[src/rtl/uart_pkg.sv]
// Shared UART definitions: word-sender FSM states and byte/word geometry.
package uart_pkg;

    typedef enum logic [1:0] {
        IDLE     = 2'd0,
        WAIT_RDY = 2'd1,
        SEND     = 2'd2,
        HOLD     = 2'd3
    } sender_state_t;

    localparam int UART_BYTES_PER_WORD = 4;
    localparam int UART_BYTE_W         = 8;
    localparam int UART_WORD_W         = UART_BYTES_PER_WORD * UART_BYTE_W;

endpackage

[src/rtl/word_fifo.sv]
// Parameterised synchronous FIFO with registered read, usable on both UART directions.
module word_fifo #(
    parameter int DATA_W = 32,
    parameter int ADDR_W = 4
) (
    input  logic              CLK,
    input  logic              reset,
    input  logic              wr_en,
    input  logic [DATA_W-1:0] wr_data,
    input  logic              rd_en,
    output logic [DATA_W-1:0] rd_data,
    output logic              full,
    output logic              empty,
    output logic [ADDR_W:0]   count
);

    localparam int DEPTH = 1 << ADDR_W;

    logic [DATA_W-1:0] mem [DEPTH];
    logic [DATA_W-1:0] rd_data_reg;
    logic [ADDR_W-1:0] wr_ptr_reg;
    logic [ADDR_W-1:0] rd_ptr_reg;
    logic [ADDR_W:0]   count_reg;
    logic              wr_ok;
    logic              rd_ok;

    assign full  = (count_reg == (ADDR_W + 1)'(DEPTH));
    assign empty = (count_reg == '0);
    assign rd_ok = rd_en && !empty;
    // A pop in the same cycle frees a slot, so a write to a full FIFO is still taken.
    assign wr_ok = wr_en && (!full || rd_ok);

    // Read-before-write on a shared address keeps the popped word intact when full.
    always_ff @(posedge CLK) begin
        if (wr_ok) begin
            mem[wr_ptr_reg] <= wr_data;
        end
        if (rd_ok) begin
            rd_data_reg <= mem[rd_ptr_reg];
        end
    end

    always_ff @(posedge CLK) begin
        if (reset) begin
            wr_ptr_reg <= '0;
            rd_ptr_reg <= '0;
            count_reg  <= '0;
        end else begin
            if (wr_ok) begin
                wr_ptr_reg <= wr_ptr_reg + ADDR_W'(1);
            end
            if (rd_ok) begin
                rd_ptr_reg <= rd_ptr_reg + ADDR_W'(1);
            end
            case ({wr_ok, rd_ok})
                2'b10:   count_reg <= count_reg + (ADDR_W + 1)'(1);
                2'b01:   count_reg <= count_reg - (ADDR_W + 1)'(1);
                default: count_reg <= count_reg;
            endcase
        end
    end

    assign rd_data = rd_data_reg;
    assign count   = count_reg;

endmodule

[src/rtl/uart_word_sender.sv]
// Buffers 32-bit words and feeds them bytewise to the UART byte sender.
// Define UART_WORD_SENDER_LE_ORDER_EN to send bytes LSB first instead of MSB first.
module uart_word_sender
    import uart_pkg::*;
#(
    parameter int FIFO_DEPTH_LOG2 = 4
) (
    input  logic                       CLK,
    input  logic                       reset,
    input  logic [UART_WORD_W-1:0]     in_data,
    input  logic                       in_enable,
    input  logic                       sender_ready,
    output logic [UART_BYTE_W-1:0]     sender_data,
    output logic                       sender_enable,
    output logic                       busy,
    output logic                       full,
    output logic                       overflow,
    output logic [FIFO_DEPTH_LOG2:0]   fifo_count
);

    sender_state_t            state_reg, state_next;
    logic [UART_WORD_W-1:0]   shift_reg, shift_next;
    logic [1:0]               byte_cnt_reg, byte_cnt_next;
    logic [UART_BYTE_W-1:0]   sender_data_reg, sender_data_next;
    logic                     sender_enable_reg, sender_enable_next;
    logic                     overflow_reg;
    logic                     fresh_reg;
    logic                     pop;
    logic                     fifo_full;
    logic                     fifo_empty;
    logic [UART_WORD_W-1:0]   fifo_rd_data;
    logic [UART_WORD_W-1:0]   cur_word;
    logic [UART_WORD_W-1:0]   shifted_word;
    logic [UART_BYTE_W-1:0]   cur_byte;

    word_fifo #(
        .DATA_W (UART_WORD_W),
        .ADDR_W (FIFO_DEPTH_LOG2)
    ) u_fifo (
        .CLK     (CLK),
        .reset   (reset),
        .wr_en   (in_enable),
        .wr_data (in_data),
        .rd_en   (pop),
        .rd_data (fifo_rd_data),
        .full    (fifo_full),
        .empty   (fifo_empty),
        .count   (fifo_count)
    );

    // The FIFO read is registered, so the popped word is taken from its output for one cycle.
    assign cur_word = fresh_reg ? fifo_rd_data : shift_reg;

`ifdef UART_WORD_SENDER_LE_ORDER_EN
    assign cur_byte     = cur_word[UART_BYTE_W-1:0];
    assign shifted_word = {{UART_BYTE_W{1'b0}}, cur_word[UART_WORD_W-1:UART_BYTE_W]};
`else
    assign cur_byte     = cur_word[UART_WORD_W-1 -: UART_BYTE_W];
    assign shifted_word = {cur_word[UART_WORD_W-UART_BYTE_W-1:0], {UART_BYTE_W{1'b0}}};
`endif

    always_ff @(posedge CLK) begin
        if (reset) begin
            state_reg <= IDLE;
        end else begin
            state_reg <= state_next;
        end
    end

    always_comb begin
        state_next = state_reg;
        case (state_reg)
            IDLE:     if (!fifo_empty) state_next = WAIT_RDY;
            WAIT_RDY: if (sender_ready) state_next = SEND;
            SEND:     state_next = HOLD;
            HOLD:     state_next = (byte_cnt_reg == 2'(UART_BYTES_PER_WORD - 1)) ? IDLE : WAIT_RDY;
            default:  state_next = IDLE;
        endcase
    end

    // Outputs are computed one cycle early so sender_enable/sender_data come straight from flops.
    always_comb begin
        pop                = 1'b0;
        shift_next         = cur_word;
        byte_cnt_next      = byte_cnt_reg;
        sender_enable_next = 1'b0;
        sender_data_next   = sender_data_reg;
        case (state_reg)
            IDLE: begin
                if (!fifo_empty) begin
                    pop           = 1'b1;
                    byte_cnt_next = 2'd0;
                end
            end
            WAIT_RDY: begin
                if (sender_ready) begin
                    sender_enable_next = 1'b1;
                    sender_data_next   = cur_byte;
                end
            end
            HOLD: begin
                if (byte_cnt_reg != 2'(UART_BYTES_PER_WORD - 1)) begin
                    shift_next    = shifted_word;
                    byte_cnt_next = byte_cnt_reg + 2'd1;
                end
            end
            default: ;
        endcase
    end

    always_ff @(posedge CLK) begin
        if (reset) begin
            shift_reg         <= '0;
            fresh_reg         <= 1'b0;
            byte_cnt_reg      <= 2'd0;
            sender_data_reg   <= '0;
            sender_enable_reg <= 1'b0;
            overflow_reg      <= 1'b0;
        end else begin
            shift_reg         <= shift_next;
            fresh_reg         <= pop;
            byte_cnt_reg      <= byte_cnt_next;
            sender_data_reg   <= sender_data_next;
            sender_enable_reg <= sender_enable_next;
            overflow_reg      <= overflow_reg | (in_enable & fifo_full & ~pop);
        end
    end

    assign sender_data   = sender_data_reg;
    assign sender_enable = sender_enable_reg;
    assign overflow      = overflow_reg;
    assign full          = fifo_full;
    assign busy          = (state_reg != IDLE) || (fifo_count != '0);

endmodule

[config.mk]
export PLATFORM = sky130hd
export DESIGN_NAME = uart_word_sender
export DESIGN_NICKNAME = d
export VERILOG_FILES = /design/src/rtl/uart_pkg.sv /design/src/rtl/word_fifo.sv /design/src/rtl/uart_word_sender.sv
export SDC_FILE = /design/constraint.sdc
export NUM_CORES = 1
export LEC_CHECK = 0
export ABC_CLOCK_PERIOD_IN_PS = 4800
export CORE_UTILIZATION = 68
export DETAILED_ROUTE_END_ITERATION = 10
export DONT_BUFFER_PORTS = 1
export PLACE_DENSITY = 0.86
export REMOVE_ABC_BUFFERS = 1
export SLEW_MARGIN = 20
export SYNTH_ARGS = -nofsm -noshare
export SYNTH_HDL_FRONTEND = slang
export SYNTH_SLANG_ARGS = --single-unit
[constraint.sdc]
create_clock -name CLK -period 4.8 [get_ports CLK]
set_input_delay 0.48 -clock CLK [delete_from_list [all_inputs] [get_ports CLK]]
set_output_delay 0.48 -clock CLK [all_outputs]
set_load 0.01 [all_outputs]
==> flow_summary.toml <==
[global_routing]
grt.overflow.total = 0
gr-usage-all-layers = 0.314
grt_max_degree = 63
grt_first_pass_wirelength_um = 77700
grt_pass1_vias = 11500
antenna_found_initial = 3

[finish]
finalInstanceArea_mm2 = 0.0259
diodes = 0
fin_util = 0.770
fin_nets = 1131
nFillCells = 1650
area_growth_pct = 11.0
largest_reg_flops = 512
drive_gt1_frac = 0.270
stdcell_count = 1577

[power_and_ir_drop]
p_leak_nw = 8.03
ir_drop_uv = 392
power_mw = 13.2
p_per_area_mw_per_mm2 = 509

[logic_synthesis]
synth_common_cells = "544 x edfxtp_1, 182 x mux4_2, 60 x dfxtp_1"
yosys_warnings = 0
ys.flop_type = "edfxtp_1"
async_flop_share = 0
synth_enable_flop_cells = 544
syn_inst = 1042
synth_area_leaders = "edfxtp_1 70%, mux4_2 18%, dfxtp_1 5.2%"
synth_top_area_share = 0.701
ys_seq_area_frac = 0.752
yosysMostFrequentCell = "edfxtp_1"
ys_types = 44
yosysTopAreaCell = "edfxtp_1"
avgSynthCellArea_um2 = 22.4
synth-seq-cells = 604
syn-cell-area_mm2 = 0.0233

[cts]
clkLatencyLatePin_ps = 600
cts_tree = "done"
cts_buffers = 56
cts_resized = 0
cts_buffer_depth = 3
clk_pin_slew_worst_paths_ps = 60
cts.sinks = 604
h-tree-depth = 2
cts_root_buf = "clkbuf_16"

[place]
placed_cell_area_mm2 = 0.0237
place_inst = 1439
place_congestion = 0.793
place_hpwl_um = 26700
port-buffer-count = 0
post-place-ws_ps = 1770

[worst_hold_path]
whs_path_depth = 2
hold_class = "input pin to flop"

[worst_setup_path]
required_ps = 4990
endpoint_kind = "flop"
crit_buf_inv = 1
cp_max_fo = 32
path_class = "flop to flop"
crit_slowest_cell = "and2_2"
path_delay_family = "simple AND/OR/NAND/NOR gates"
crit_path_start_kind = "flop"
reg2reg_depth = 6
worstPathArrival_ps = 3430
crit_path_cell_trace = "inv_1 > ha_1 > nand2b_1 > o21ai_4 > nor3_1 > and2_2"
crit_cells = 6
crit_path_max_incr_delay_ps = 1020

[sta]
hold_viol = 0
relSlewSlack = 0.216
final_max_slew_viol_count = 0
worst_pin_slew_ps = 1180
setup_ws_ps = 1560
tns_ps = 0
setup_violations = 0
skew_ps = 25.8
finalCritPeriodShare = 0.675
min_period_ps = 3240
fmax_ghz = 0.309
rsz0062_at_grt = "false"
holdWs_ps = 73.3

[job]
max_cap_viol_count = 0

[die]
rows = 67
ios = 53
dieArea_mm2 = 0.0350
core-area_mm2 = 0.0336
die_x_um = 187
die_h_um = 187
start_util = 0.694

[drt]
finalWirelength_um = 53100
vias = 11100
drt_pass1_iterations = 5
wire_per_inst_um = 33.7
drtIter0Drc = 1229
vias_per_cell = 7.07
ant_nets = 0
drc = 0

[outcome]
status = "finished clean"
report_power, final:
group | switching (mW) | leakage (nW) | total, mW | internal (mW)
clock | 1.92 | 0.892 | 4.41 | 2.49
sequential | 0.389 | 5.42 | 6.56 | 6.17
combinational | 1.10 | 1.72 | 2.19 | 1.09
cell families (layout without fill, tap and decap cells):
group | Yosys count | count (layout) | synth area share
buffers and inverters | 67 | 154 | 0.0150
multiplexers | 207 | 207 | 0.187
flip-flops | 604 | 604 | 0.752
XOR/XNOR | 7 | 7 | 0.00263
AND/OR/NAND/NOR | 109 | 109 | 0.0259
adder cells (fa/ha/maj) | 11 | 11 | 0.00590
AO/OA/AOI/OAI | 37 | 37 | 0.0119
path summary, 6_finish.rpt:
kind	startpoint	endpoint	slack (ps)
setup / recovery	state_reg[0]	u_fifo.mem[3][18]	1560
hold / removal	in_enable	overflow	70
setup reg to reg	state_reg[0]	u_fifo.mem[3][18]	1560
hold reg to reg	shift_reg[5]	shift_reg[5]	500
timing repair:
item,4_1_cts,5_1_grt
hold buffers,33,0
buffers inserted,0,0
endpoints found under the hold margin,561,0
placed cells by master (no fill, tap or decap), types with 3 or more instances in the layout:
| master | instances |
|---|---|
| ha_1 | 11 |
| a22oi_1 | 3 |
| dfxtp_2 | 3 |
| clkbuf_1 | 10 |
| nor3_1 | 3 |
| dlygate4sd3_1 | 32 |
| a211oi_1 | 9 |
| inv_1 | 8 |
| mux2i_1 | 21 |
| clkbuf_16 | 56 |
| clkinv_2 | 14 |
| bufinv_16 | 6 |
| buf_4 | 5 |
| edfxtp_1 | 544 |
| and2_2 | 12 |
| nand2b_1 | 3 |
| nor3b_1 | 3 |
| dfxtp_1 | 55 |
| and2_4 | 4 |
| o211ai_1 | 4 |
| a21oi_1 | 8 |
| nand3_1 | 4 |
| nor2b_1 | 28 |
| nor2_1 | 38 |
| buf_12 | 6 |
| xor2_1 | 6 |
| clkinv_1 | 11 |
| mux4_2 | 182 |
area by class of cell:
type,count,area (µm²),area share
Multi-Input combinational cell,371,5460,0.211
Inverter,8,30.0,0.00116
Timing Repair Buffer,43,478,0.0185
Clock buffer,67,1450,0.0561
Clock inverter,36,353,0.0136
Sequential cell,604,17500,0.678
Tap cell,448,561,0.0217
worst reg2reg max path, cell delays in order, from the launching register on:
cell and delay, ps:
dfxtp_1 330, inv_1 120, ha_1 440, nand2b_1 300
o21ai_4 130, nor3_1 470, and2_2 1020
routing by layer:
metal,global-route usage,share of wire,up-vias
met4,0.146,0.047,2
met1,0.419,0.35,5813
met2,0.508,0.51,747
met5,0,0.00036,-
li1,-,-,4427
met3,0.0653,0.092,159
Note: power is estimated with default switching activity, not from simulation.
